## src/rtl/snake_pkg.sv

```systemverilog
// Shared game-progress types and widths for the score tracker and Scoreboard.
package snake_pkg;

  localparam int SIZE_W  = 8;
  localparam int LEVEL_W = 3;

  typedef enum logic [1:0] {
    IDLE      = 2'd0,
    PLAYING   = 2'd1,
    GAME_OVER = 2'd2
  } state_t;

  function automatic logic [SIZE_W-1:0] size_max(input logic [SIZE_W-1:0] a,
                                                 input logic [SIZE_W-1:0] b);
    return (a > b) ? a : b;
  endfunction

endpackage

```

## src/rtl/tick_edge_detect.sv

```systemverilog
// Brings the slow screen clock into the system clock domain and emits a
// one-cycle pulse on each of its rising edges.
module tick_edge_detect (
  input  logic clock,
  input  logic reset,
  input  logic raw,
  output logic tick
);

  logic meta;
  logic sync;
  logic prev;

  always_ff @(posedge clock) begin
    if (!reset) begin
      meta <= 1'b0;
      sync <= 1'b0;
      prev <= 1'b0;
    end else begin
      meta <= raw;
      sync <= meta;
      prev <= sync;
    end
  end

  assign tick = sync & ~prev;

endmodule

```

## src/rtl/snake_score_tracker.sv

```systemverilog
// Turns apple/collision/start events into size, level and gameOver for Scoreboard.
// Optional best-size register enabled by defining SCORE_HIGHSCORE_EN.
//
// state     | meaning
// IDLE      | after reset, waiting for the first startGame
// PLAYING   | game running, apples grow the snake and advance levels
// GAME_OVER | game ended, restart locked out for GAMEOVER_TICKS screen ticks
module snake_score_tracker
  import snake_pkg::*;
#(
  parameter int START_SIZE       = 1,
  parameter int MAX_SIZE         = 255,
  parameter int APPLES_PER_LEVEL = 8,
  parameter int MAX_LEVEL        = 7,
  parameter int GAMEOVER_TICKS   = 4
) (
  input  logic               clock,
  input  logic               reset,
  input  logic               screenClock,
  input  logic               startGame,
  input  logic               appleEaten,
  input  logic               collision,
  input  logic               debugMode,
  output logic [SIZE_W-1:0]  size,
  output logic [LEVEL_W-1:0] level,
  output logic               gameOver,
  output logic               levelUp,
  output logic [SIZE_W-1:0]  highSize
);

  localparam int APPLE_W = $clog2(APPLES_PER_LEVEL + 1);
  localparam int HOLD_W  = $clog2(GAMEOVER_TICKS + 1);

  localparam logic [SIZE_W-1:0]  START_SZ    = SIZE_W'(START_SIZE);
  localparam logic [SIZE_W-1:0]  MAX_SZ      = SIZE_W'(MAX_SIZE);
  localparam logic [LEVEL_W-1:0] MAX_LVL     = LEVEL_W'(MAX_LEVEL);
  localparam logic [APPLE_W-1:0] APPLE_LAST  = APPLE_W'(APPLES_PER_LEVEL - 1);
  localparam logic [HOLD_W-1:0]  HOLD_MAX    = HOLD_W'(GAMEOVER_TICKS);

  state_t             state;
  logic [APPLE_W-1:0] apple_cnt;
  logic [HOLD_W-1:0]  hold_cnt;
  logic               tick;
  logic               hit;
  logic [SIZE_W-1:0]  size_inc;
  logic               max_hit;

  tick_edge_detect u_tick (
    .clock (clock),
    .reset (reset),
    .raw   (screenClock),
    .tick  (tick)
  );

  assign hit      = collision & ~debugMode;
  assign size_inc = size + 1'b1;
  assign max_hit  = appleEaten && (size_inc == MAX_SZ);

  always_ff @(posedge clock) begin
    if (!reset) begin
      state     <= IDLE;
      size      <= START_SZ;
      level     <= '0;
      apple_cnt <= '0;
      hold_cnt  <= '0;
      gameOver  <= 1'b0;
      levelUp   <= 1'b0;
    end else begin
      levelUp <= 1'b0;
      unique case (state)
        IDLE: begin
          if (startGame) begin
            state     <= PLAYING;
            size      <= START_SZ;
            level     <= '0;
            apple_cnt <= '0;
          end
        end
        PLAYING: begin
          // A real collision wins over an apple eaten in the same cycle.
          if (hit) begin
            state    <= GAME_OVER;
            gameOver <= 1'b1;
            hold_cnt <= '0;
          end else if (appleEaten) begin
            if (size != MAX_SZ) size <= size_inc;
            if (max_hit) begin
              state    <= GAME_OVER;
              gameOver <= 1'b1;
              hold_cnt <= '0;
            end
            if (apple_cnt == APPLE_LAST) begin
              apple_cnt <= '0;
              if (level != MAX_LVL) begin
                level   <= level + 1'b1;
                levelUp <= 1'b1;
              end
            end else begin
              apple_cnt <= apple_cnt + 1'b1;
            end
          end
        end
        GAME_OVER: begin
          if (tick && (hold_cnt != HOLD_MAX)) hold_cnt <= hold_cnt + 1'b1;
          if (startGame && (hold_cnt == HOLD_MAX)) begin
            state     <= PLAYING;
            gameOver  <= 1'b0;
            size      <= START_SZ;
            level     <= '0;
            apple_cnt <= '0;
          end
        end
        default: state <= IDLE;
      endcase
    end
  end

`ifdef SCORE_HIGHSCORE_EN
  logic [SIZE_W-1:0] end_size;

  assign end_size = hit ? size : size_inc;

  always_ff @(posedge clock) begin
    if (!reset) begin
      highSize <= '0;
    end else if ((state == PLAYING) && (hit || max_hit)) begin
      highSize <= size_max(highSize, end_size);
    end
  end
`else
  assign highSize = '0;
`endif

endmodule
```

## config.mk

```make
export PLATFORM = sky130hd
export DESIGN_NAME = snake_score_tracker
export DESIGN_NICKNAME = d
export VERILOG_FILES = /design/src/rtl/snake_pkg.sv /design/src/rtl/tick_edge_detect.sv /design/src/rtl/snake_score_tracker.sv
export SDC_FILE = /design/constraint.sdc
export NUM_CORES = 1
export LEC_CHECK = 0
export ABC_AREA = 0
export CAP_MARGIN = 10
export CORE_UTILIZATION = 30
export DETAILED_ROUTE_END_ITERATION = 8
export PLACE_DENSITY = 0.48
export REMOVE_ABC_BUFFERS = 1
export SYNTH_ARGS = -nofsm -noshare
export SYNTH_HDL_FRONTEND = slang
export SYNTH_SLANG_ARGS = --single-unit
```

## constraint.sdc

```tcl
create_clock -name clock -period 2.2 [get_ports clock]
set_input_delay 0.44 -clock clock [delete_from_list [all_inputs] [get_ports clock]]
set_output_delay 0.44 -clock clock [all_outputs]
set_load 0.03 [all_outputs]
```

## Yosys cells after proc, flatten, opt, wreduce, memory -nomap -nowiden

Index checks and enable logic that the tools add are counted.

- Flip-flop bits (word level): 25
- Bits of input ports: 7
- Output and inout port bits: 21
- Word-level logic and storage cells: 89

- Add/subtract/negate cells: 4
- Eq/ne operators: 18
- Multiplexer cells: 36
- Bitwise logic cells: 8
- Reduce and logical (&&, ||, !) cells: 13

Operator list:

| kind | count |
|---|---|
| 2-to-1 mux 8 bit | 5 |
| 2-to-1 mux 3 bit | 10 |
| case mux 8 bit (3 select lines) | 1 |
| 2-to-1 mux 4 bit | 5 |
| != test 2 bit (second input constant) | 8 |
| != test 3 bit (second input constant) | 4 |
| case mux 4 bit (3 select lines) | 1 |
| AND reduction 4 bit | 3 |
| 2-to-1 mux 2 bit | 5 |
| case mux 3 bit (3 select lines) | 1 |
| adder 8 x 1 -> 8 bit (second input constant) | 1 |
| equality test 8 bit (second input constant) | 1 |
| != test 8 bit (second input constant) | 1 |
| AND reduction 7 bit | 1 |
| adder 3 x 1 -> 3 bit (second input constant) | 2 |
| inverter 1 bit | 6 |
| case mux 2 bit (3 select lines) | 1 |
| case mux 3 bit (2 select lines) | 1 |
| AND reduction 6 bit | 1 |
| 2-to-1 mux 1 bit | 5 |
| AND reduction 5 bit | 1 |
| OR reduction 5 bit | 1 |
| adder 4 x 1 -> 4 bit (second input constant) | 1 |
| equality test 4 x 3 -> 1 bit (second input constant) | 1 |
| other kinds (9) | 12 |

## Depth between registers and ports, before layout

Gate-level depths: netlist (run 1).

- Depth in word-level cells: 7
- Depth in mapped cells: 7
- Depth with buffers taken out: 7

## By module

A second synthesis (run 1) with hierarchy kept.

- Cell total of the unflattened synthesis: 159
- Area, all modules: 1,388.8 µm²

By module, submodules not included:

| module | times used | cells an instance | area an instance (µm²) |
|---|---|---|---|
| snake_score_tracker | 1 | 152 | 1,296.2 |
| tick_edge_detect | 1 | 7 | 92.6 |

## Least setup slack after synthesis (run 1)

No wires, ideal clock.

- Path kind: register to register
- From: reg size[0]
- To: reg size[5]
- Arrival: 1.883 ns
- Required time: 2.130 ns
- Path slack: 0.247 ns
- Stages on the path, launching flop included: 8
- Clock period less this slack: 1.953 ns
- Cells stage by stage: dfxtp_1 -> ha_1 -> and3_4 -> buf_6 -> nand3_4 -> a31oi_4 -> or4b_1 -> a21boi_1

- Longest elaborated chain between the ends: 5

RTL lines:

| element | RTL line | RTL |
|---|---|---|
| start, declared | snake_score_tracker.sv:24 | `output logic [SIZE_W-1:0] size,` |
| start signal, assigned | snake_score_tracker.sv:86 | `if (size != MAX_SZ) size <= size_inc;` |
| adder 8 x 1 -> 8 bit | snake_score_tracker.sv:56 | `assign size_inc = size + 1'b1;` |
| 2-to-1 mux 8 bit | snake_score_tracker.sv:86 |  |
| 2-to-1 mux 8 bit | snake_score_tracker.sv:85 | `end else if (appleEaten) begin` |
| 2-to-1 mux 8 bit | snake_score_tracker.sv:81 | `if (hit) begin` |
| case mux 8 bit (3 select lines) | snake_score_tracker.sv:70 | `unique case (state)` |

Parallel ways exist; a longest one is shown, timed or not. The select of a mux whose other input is x is not followed.
A chain may end at the register's enable or synchronous reset.

## Final worst setup path (run 1)

- From: reg size[4]
- To: out size[4]

No word-level cell between the ends.

==> out/summary.txt, run 1 <==
Min Hold Slack: 0.446 ns
Place WS: -0.0226 ns
DR iter-0 viols: 79
Worst path max stage delay: 0.74 ns
Top Ports: 28
Crit path cell chain: clkdlybuf4s50_1
Worst Clk Skew: 0.00192 ns
Layout cells sized above 1: 0.144
Post-synthesis cell type count: 56
Die area: 5590 um2
Mapped Cells: 177
Ys flop type: dfxtp_1
Die W: 74.8 um
Total global-route track usage: 0.137
Synth area leaders: dfxtp_1, ha_1, buf_4
Tmin final: 2.00 ns
Initial antenna violation count: 0
Post-CTS setup buffer count: 0
Setup Viol. Count Final: 0
Final nets: 216
Post-DRT Antenna Nets: 0
WL per Instance: 12.8 um
Worst-skew pair later-pin latency: 0.27 ns
Crit path buffers/inverters: 1
H-Tree Depth: 1
PostCTS Resize Cnt: 0
DR DRC count: 0
Vias in the first global route: 1164
CP startpoint kind: flop
Synth top area share: 0.315
RSZ-0062 raised after global routing: no
Final worst-path setup slack: 0.199 ns
Multi-input gate area: 981 um2
Root Driver: clkbuf_8
Fmax: 500 MHz
Largest net degree at the start of global routing: 29
CTS max path bufs: 2
CTS sink count: 25
Most frequent cell after synthesis: dfxtp_1
Non-Filler Instances: 271
Setup CP Type: reg2out
Final worst-path cycle share: 0.910
Final hold violations: 0
Critical path peak fanout: 13
I/O Buffers: 19
Max Cap Viol: 0
Pwr Total: 0.00104 W
Fillers: 527
Die span in y: 74.8 um
Area grow syn2layout: 19.7%
Slew Limit Fails: 0
Status: finished, final reports clean
Yosys reg bits: 25
GP Congestion: 0.796
Sequential cell area: 500 um2
Core box area: 5110 um2
Drt first pass iters: 4
Yosys Warn Count: 0
PD cells: 549 nW/um2
HP Class: reg2reg
Clock transition at the registers of the reported paths: 0.09 ns
First-pass GRT wire length: 5800 um
DP Wirelength: 2640 um
GRT overflow: 0
Highest ir drop seen on vdd: 0.224 mV
Synth area leader: dfxtp_1
Number of synthesized flops with an enable pin: 0
Vias after detailed routing: 1321
Measured slew at the worst slew-check pin: 0.519 ns
Critical path capture point type: primary output
Area of the mapped netlist: 1590 um2
Routed WL: 3470 um
Synthesized area per cell: 8.98 um2
Ant. Diodes: 0
Core Rows: 26
Vias per inst: 4.87
Asr flop ratio synth: 0
Worst Path Required: 1.76 ns
Master of the slowest instance on the critical path: clkdlybuf4s50_1
Cells after DPL: 267
CTS Buf Count: 3
CTS tree: built
Synth cell count leaders: dfxtp_1, nand2_1, buf_4, nand3_1, nor2_1
Slew HR: 0.653
Register area share after synthesis: 0.315
Cell family with most CP delay: buffers and inverters
Leak Pwr: 0.704 nW
Starting Density: 0.311
Hold Buf Count CTS: 0
Crit path DAT: 1.56 ns
==> placed cells by master (no fill, tap or decap), types with 2 or more instances in the layout <==
master,count
nand3_1,8
nor2b_1,7
o211a_1,2
and3_1,2
mux2i_1,3
nand2_1,14
or3_1,2
o21a_1,4
a22oi_1,2
nand4_1,4
ha_1,7
buf_4,10
a21boi_1,2
nor3b_1,2
a21boi_0,7
nand2b_1,2
dfxtp_1,25
o221a_2,3
a21oi_1,3
inv_1,5
nor2_1,8
clkdlybuf4s50_1,19
and2_1,5
clkbuf_8,3
a31oi_1,4
nor3_1,5
conb_1,8
nand3b_1,2
o21ai_0,6
==> report_power, final <==
group,switching [W],internal [W],total [W],leakage [nW]
Clock,0.000160,0.000129,0.000289,0.0217
Sequential,0.0000203,0.000468,0.000489,0.203
Combinational,0.000154,0.000112,0.000266,0.479
Total,0.000334,0.000709,0.00104,0.704
==> metal layers <==
layer | routed length (um) | global-route usage
met2 | 1670 | 0.216
met3 | 90 | 0.0201
met4 | 26 | 0.0566
met1 | 1690 | 0.186
met5 | 0 | 0
==> metrics by stage <==
stage / util / instance area (um2) / TNS, ns
final: 0.372 / 1900 / 0
after global placement: 0.363 / 1850 / 0
after detailed placement: 0.363 / 1850 / -0.0752
after global routing: 0.372 / 1900 / 0
after floorplan: - / 1500 / 0
after CTS: 0.372 / 1900 / 0
==> worst reg2reg max path: cells and delay by family (launching register included) <==
kind | cells | cell delay, ns
AOI/OAI and AO/OA | 1 | 0.27
and+or+nand+nor | 2 | 0.51
muxes | 1 | 0.22
adders and majority gates | 1 | 0.33
DFF | 1 | 0.49
xor gates and xnor gates | 1 | 0.11
==> final timing paths <==
| path | start | to | slack, ns | depth (start not counted) |
|---|---|---|---|---|
| max | size[4]$_SDFFE_PN0P_ | size[4] | 0.20 | 1 |
| min | u_tick.meta$_SDFF_PN0_ | u_tick.sync$_SDFF_PN0_ | 0.45 | 1 |
| max reg2reg | size[1]$_SDFFE_PN0P_ | hold_cnt[0]$_SDFFE_PN0P_ | 0.20 | 6 |
| min reg2reg | u_tick.meta$_SDFF_PN0_ | u_tick.sync$_SDFF_PN0_ | 0.45 | 1 |
==> state kept, by name, summed over array words and instances, names as in the netlist, 2 cells and up <==
signal and cells:
size 8, apple_cnt 4, hold_cnt 3, level 3, state 2
==> cell type report <==
| cell class | count | share of cell area |
|---|---|---|
| multi-input combinational | 138 | 0.516 |
| sequential | 25 | 0.263 |
| timing repair buffer | 29 | 0.139 |
| tap | 70 | 0.0461 |
| clock buffer | 3 | 0.0217 |
| inverter | 5 | 0.00987 |
| clock inverter | 1 | 0.00395 |
==> cell families (layout without fill, tap and decap cells) <==
| group | after synthesis | count (layout) | synth area share |
|---|---|---|---|
| AND/OR/NAND/NOR | 74 | 74 | 0.282 |
| AO/OA/AOI/OAI | 45 | 45 | 0.237 |
| flip-flops | 25 | 25 | 0.315 |
| buffers and inverters | 21 | 38 | 0.0843 |
| adder cells (fa/ha/maj) | 7 | 7 | 0.0551 |
| multiplexers | 3 | 3 | 0.0189 |
| other | 1 | 8 | 0.00236 |
| XOR/XNOR | 1 | 1 | 0.00551 |
(Power assumes the default switching activity.)
==> run 2, diff against run 1 <==
Settings changed: CORE_UTILIZATION 30 to 50, CTS_CLUSTER_SIZE set to 25, PLACE_DENSITY 0.48 to 0.74.
==> run 2 against run 1 <==
  * Clock power fell by 25%
  * Non-clock buffer count fell by 2
  * Critical endpoint unchanged
  * Largest cell class unchanged
  * Sequential power barely moved
  * Die area fell by 39%
  * Cell area fell by 3.5%
  * Global-route usage rose by 7.3 points
  * Wire length fell by 1.0%
  * Flip-flop and latch count did not move
  * Power fell by 6.8%
==> out/summary.txt, run 2 (synthesis gave the netlist of run 1 again) <==
Multi-input gate area: 981 um2 (unchanged)
Routed WL: 3440 um (was 3470 um)
Combinational share of power: 0.274 (was 0.255)
DR DRC count: 0 (unchanged)
Status: finished, final reports clean (unchanged)
Die span in y: 58.4 um (was 74.8 um)
Crit path DAT: 1.62 ns (was 1.56 ns)
Starting Density: 0.525 (was 0.311)
Core Rows: 20 (was 26)
Critical path capture point type: primary output (unchanged)
Worst hold path stage count: 1 (unchanged)
Fillers: 272 (was 527)
Sequential cell area: 500 um2 (unchanged)
Worst hold path startpoint: u_tick.meta$_SDFF_PN0_ (unchanged)
HP Class: reg2reg (unchanged)
CP startpoint kind: flop (unchanged)
Post-CTS setup buffer count: 0 (unchanged)
Top Ports: 28 (unchanged)
Drt first pass iters: 4 (unchanged)
GP Congestion: 0.918 (was 0.796)
Cells after DPL: 239 (was 267)
Setup CP Type: reg2out (unchanged)
Vias per inst: 5.67 (was 4.87)
Place WS: -0.0395 ns (was -0.0226 ns)
Sw frac: 0.332 (was 0.320)
Initial antenna violation count: 0 (unchanged)
Leak Pwr: 0.686 nW (was 0.704 nW)
Seq pwr share: 0.505 (was 0.468)
Total global-route track usage: 0.209 (was 0.137)
Final worst-path setup slack: 0.135 ns (was 0.199 ns)
H-Tree Depth: 1 (unchanged)
Leading cell type in the layout, fill and taps excluded: dfxtp_1 (unchanged)
WL per Instance: 14.1 um (was 12.8 um)
Worst Path Required: 1.76 ns (about the same)
Largest register FFs: 8 (unchanged)
Hold Buf Count CTS: 0 (unchanged)
Non-Filler Instances: 243 (was 271)
WP depth: 1 (unchanged)
Tmin final: 2.06 ns (was 2.00 ns)
Largest net degree at the start of global routing: 16 (was 29)
Clk network pwr share: 0.222 (was 0.277)
CTS max path bufs: 2 (unchanged)
RSZ-0062 raised after global routing: no (unchanged)
CTS sink count: 25 (unchanged)
Vias in the first global route: 1272 (was 1164)
Commonest non-fill, non-tap cells in the layout: dfxtp_1, clkdlybuf4s50_1, nand2_1 (unchanged)
DR iter-0 viols: 67 (was 79)
Reg-to-reg critical path endpoint: hold_cnt[1]$_SDFFE_PN0P_ (was hold_cnt[0]$_SDFFE_PN0P_)
Worst-skew pair later-pin latency: 0.32 ns (was 0.27 ns)
Layout cells sized above 1: 0.136 (was 0.144)
Crit path cell chain: clkdlybuf4s50_1 (unchanged)
Worst path max stage delay: 0.74 ns (about the same)
Core box area: 3030 um2 (was 5110 um2)
Post-DRT Antenna Nets: 0 (unchanged)
Vias after detailed routing: 1378 (was 1321)
First-pass GRT wire length: 5520 um (was 5800 um)
Critical path peak fanout: 13 (unchanged)
Highest ir drop seen on vdd: 0.336 mV (was 0.224 mV)
Root Driver: clkbuf_4 (was clkbuf_8)
Worst Clk Skew: 0.00616 ns (was 0.00192 ns)
I/O Buffers: 19 (unchanged)
Crit path buffers/inverters: 1 (unchanged)
Max Cap Viol: 0 (unchanged)
RR Startpoint: size[0]$_SDFFE_PN1P_ (was size[1]$_SDFFE_PN0P_)
PD cells: 530 nW/um2 (was 549 nW/um2)
Area grow syn2layout: 15.5% (was 19.7%)
Final core occ: 0.606 (was 0.372)
Clock transition at the registers of the reported paths: 0.15 ns (was 0.09 ns)
Min Hold Slack: 0.455 ns (was 0.446 ns)
CTS tree: built (unchanged)
Largest regs: size (8), apple_cnt (4) (unchanged)
Die area: 3410 um2 (was 5590 um2)
Ant. Diodes: 0 (unchanged)
Cell family with most CP delay: buffers and inverters (unchanged)
Die W: 58.4 um (was 74.8 um)
Path depth of the worst reg2reg path: 6 (unchanged)
R2r setup slk: 0.26 ns (was 0.20 ns)
Top reg by flops: size (unchanged)
Fmax: 484 MHz (was 500 MHz)
Sw power: 0.000323 W (was 0.000334 W)
Slew Limit Fails: 0 (unchanged)
Hold Path End: u_tick.sync$_SDFF_PN0_ (unchanged)
PostCTS Resize Cnt: 0 (unchanged)
DP Wirelength: 2630 um (was 2640 um)
Master of the slowest instance on the critical path: clkdlybuf4s50_1 (unchanged)
Final nets: 214 (was 216)
Final worst-path cycle share: 0.939 (was 0.910)
GRT overflow: 0 (unchanged)
Setup_tns: 0 ns (unchanged)
Final hold violations: 0 (unchanged)
Setup Viol. Count Final: 0 (unchanged)
Internal: 0.000649 W (was 0.000709 W)
CTS Buf Count: 3 (unchanged)
-- run 2: cell types whose count changed in the layout (fill, tap and decap cells not counted) --
cell	previous run	this run
clkbuf_4	0	3
clkbuf_8	3	0
buf_4	10	8
-- run 2: area by class of cell --
class,count,area share
timing repair buffer,27,0.136
clock buffer,3,0.0123
sequential,25,0.273
tap,44,0.0300
inverter,5,0.0102
multi-input combinational,138,0.534
clock inverter,1,0.00409
-- run 2: worst max-delay path by stage --
stage,start,endpoint,slack [ns]
floorplan,size[1]$_SDFFE_PN0P_,hold_cnt[2]$_SDFFE_PN0P_,0.26
global placement,collision,hold_cnt[1]$_SDFFE_PN0P_,0.04
detailed placement,appleEaten,size[5]$_SDFFE_PN0P_,-0.04
CTS,size[4]$_SDFFE_PN0P_,size[4],0.14
global route,size[4]$_SDFFE_PN0P_,size[4],0.07
finish,size[4]$_SDFFE_PN0P_,size[4],0.14
-- run 2: per-stage QoR --
step / instance area, um2 / power, W
global route: 1840 / 0.00102
global placement: 1810 / 0.000754
CTS: 1840 / 0.000974
floorplan: 1500 / 0.000666
detailed placement: 1810 / 0.000761
finish: 1840 / 0.000972
-- run 2: layer usage --
metal  part of all wire  track usage  up-vias
met4             0.0055       0.0884        0
met2               0.48        0.343       41
met5                  0            0        -
met1               0.45        0.282      664
met3              0.059       0.0220        2
li1                   -            -      671
-- run 2: power by group through the flow --
stage	clock network (W)	registers [W]	logic, W
after floorplan	0	0.000507	0.000159
after global placement	0	0.000499	0.000256
after detailed placement	0	0.000500	0.000262
after CTS	0.000220	0.000490	0.000263
after global routing	0.000238	0.000493	0.000286
final	0.000216	0.000491	0.000266
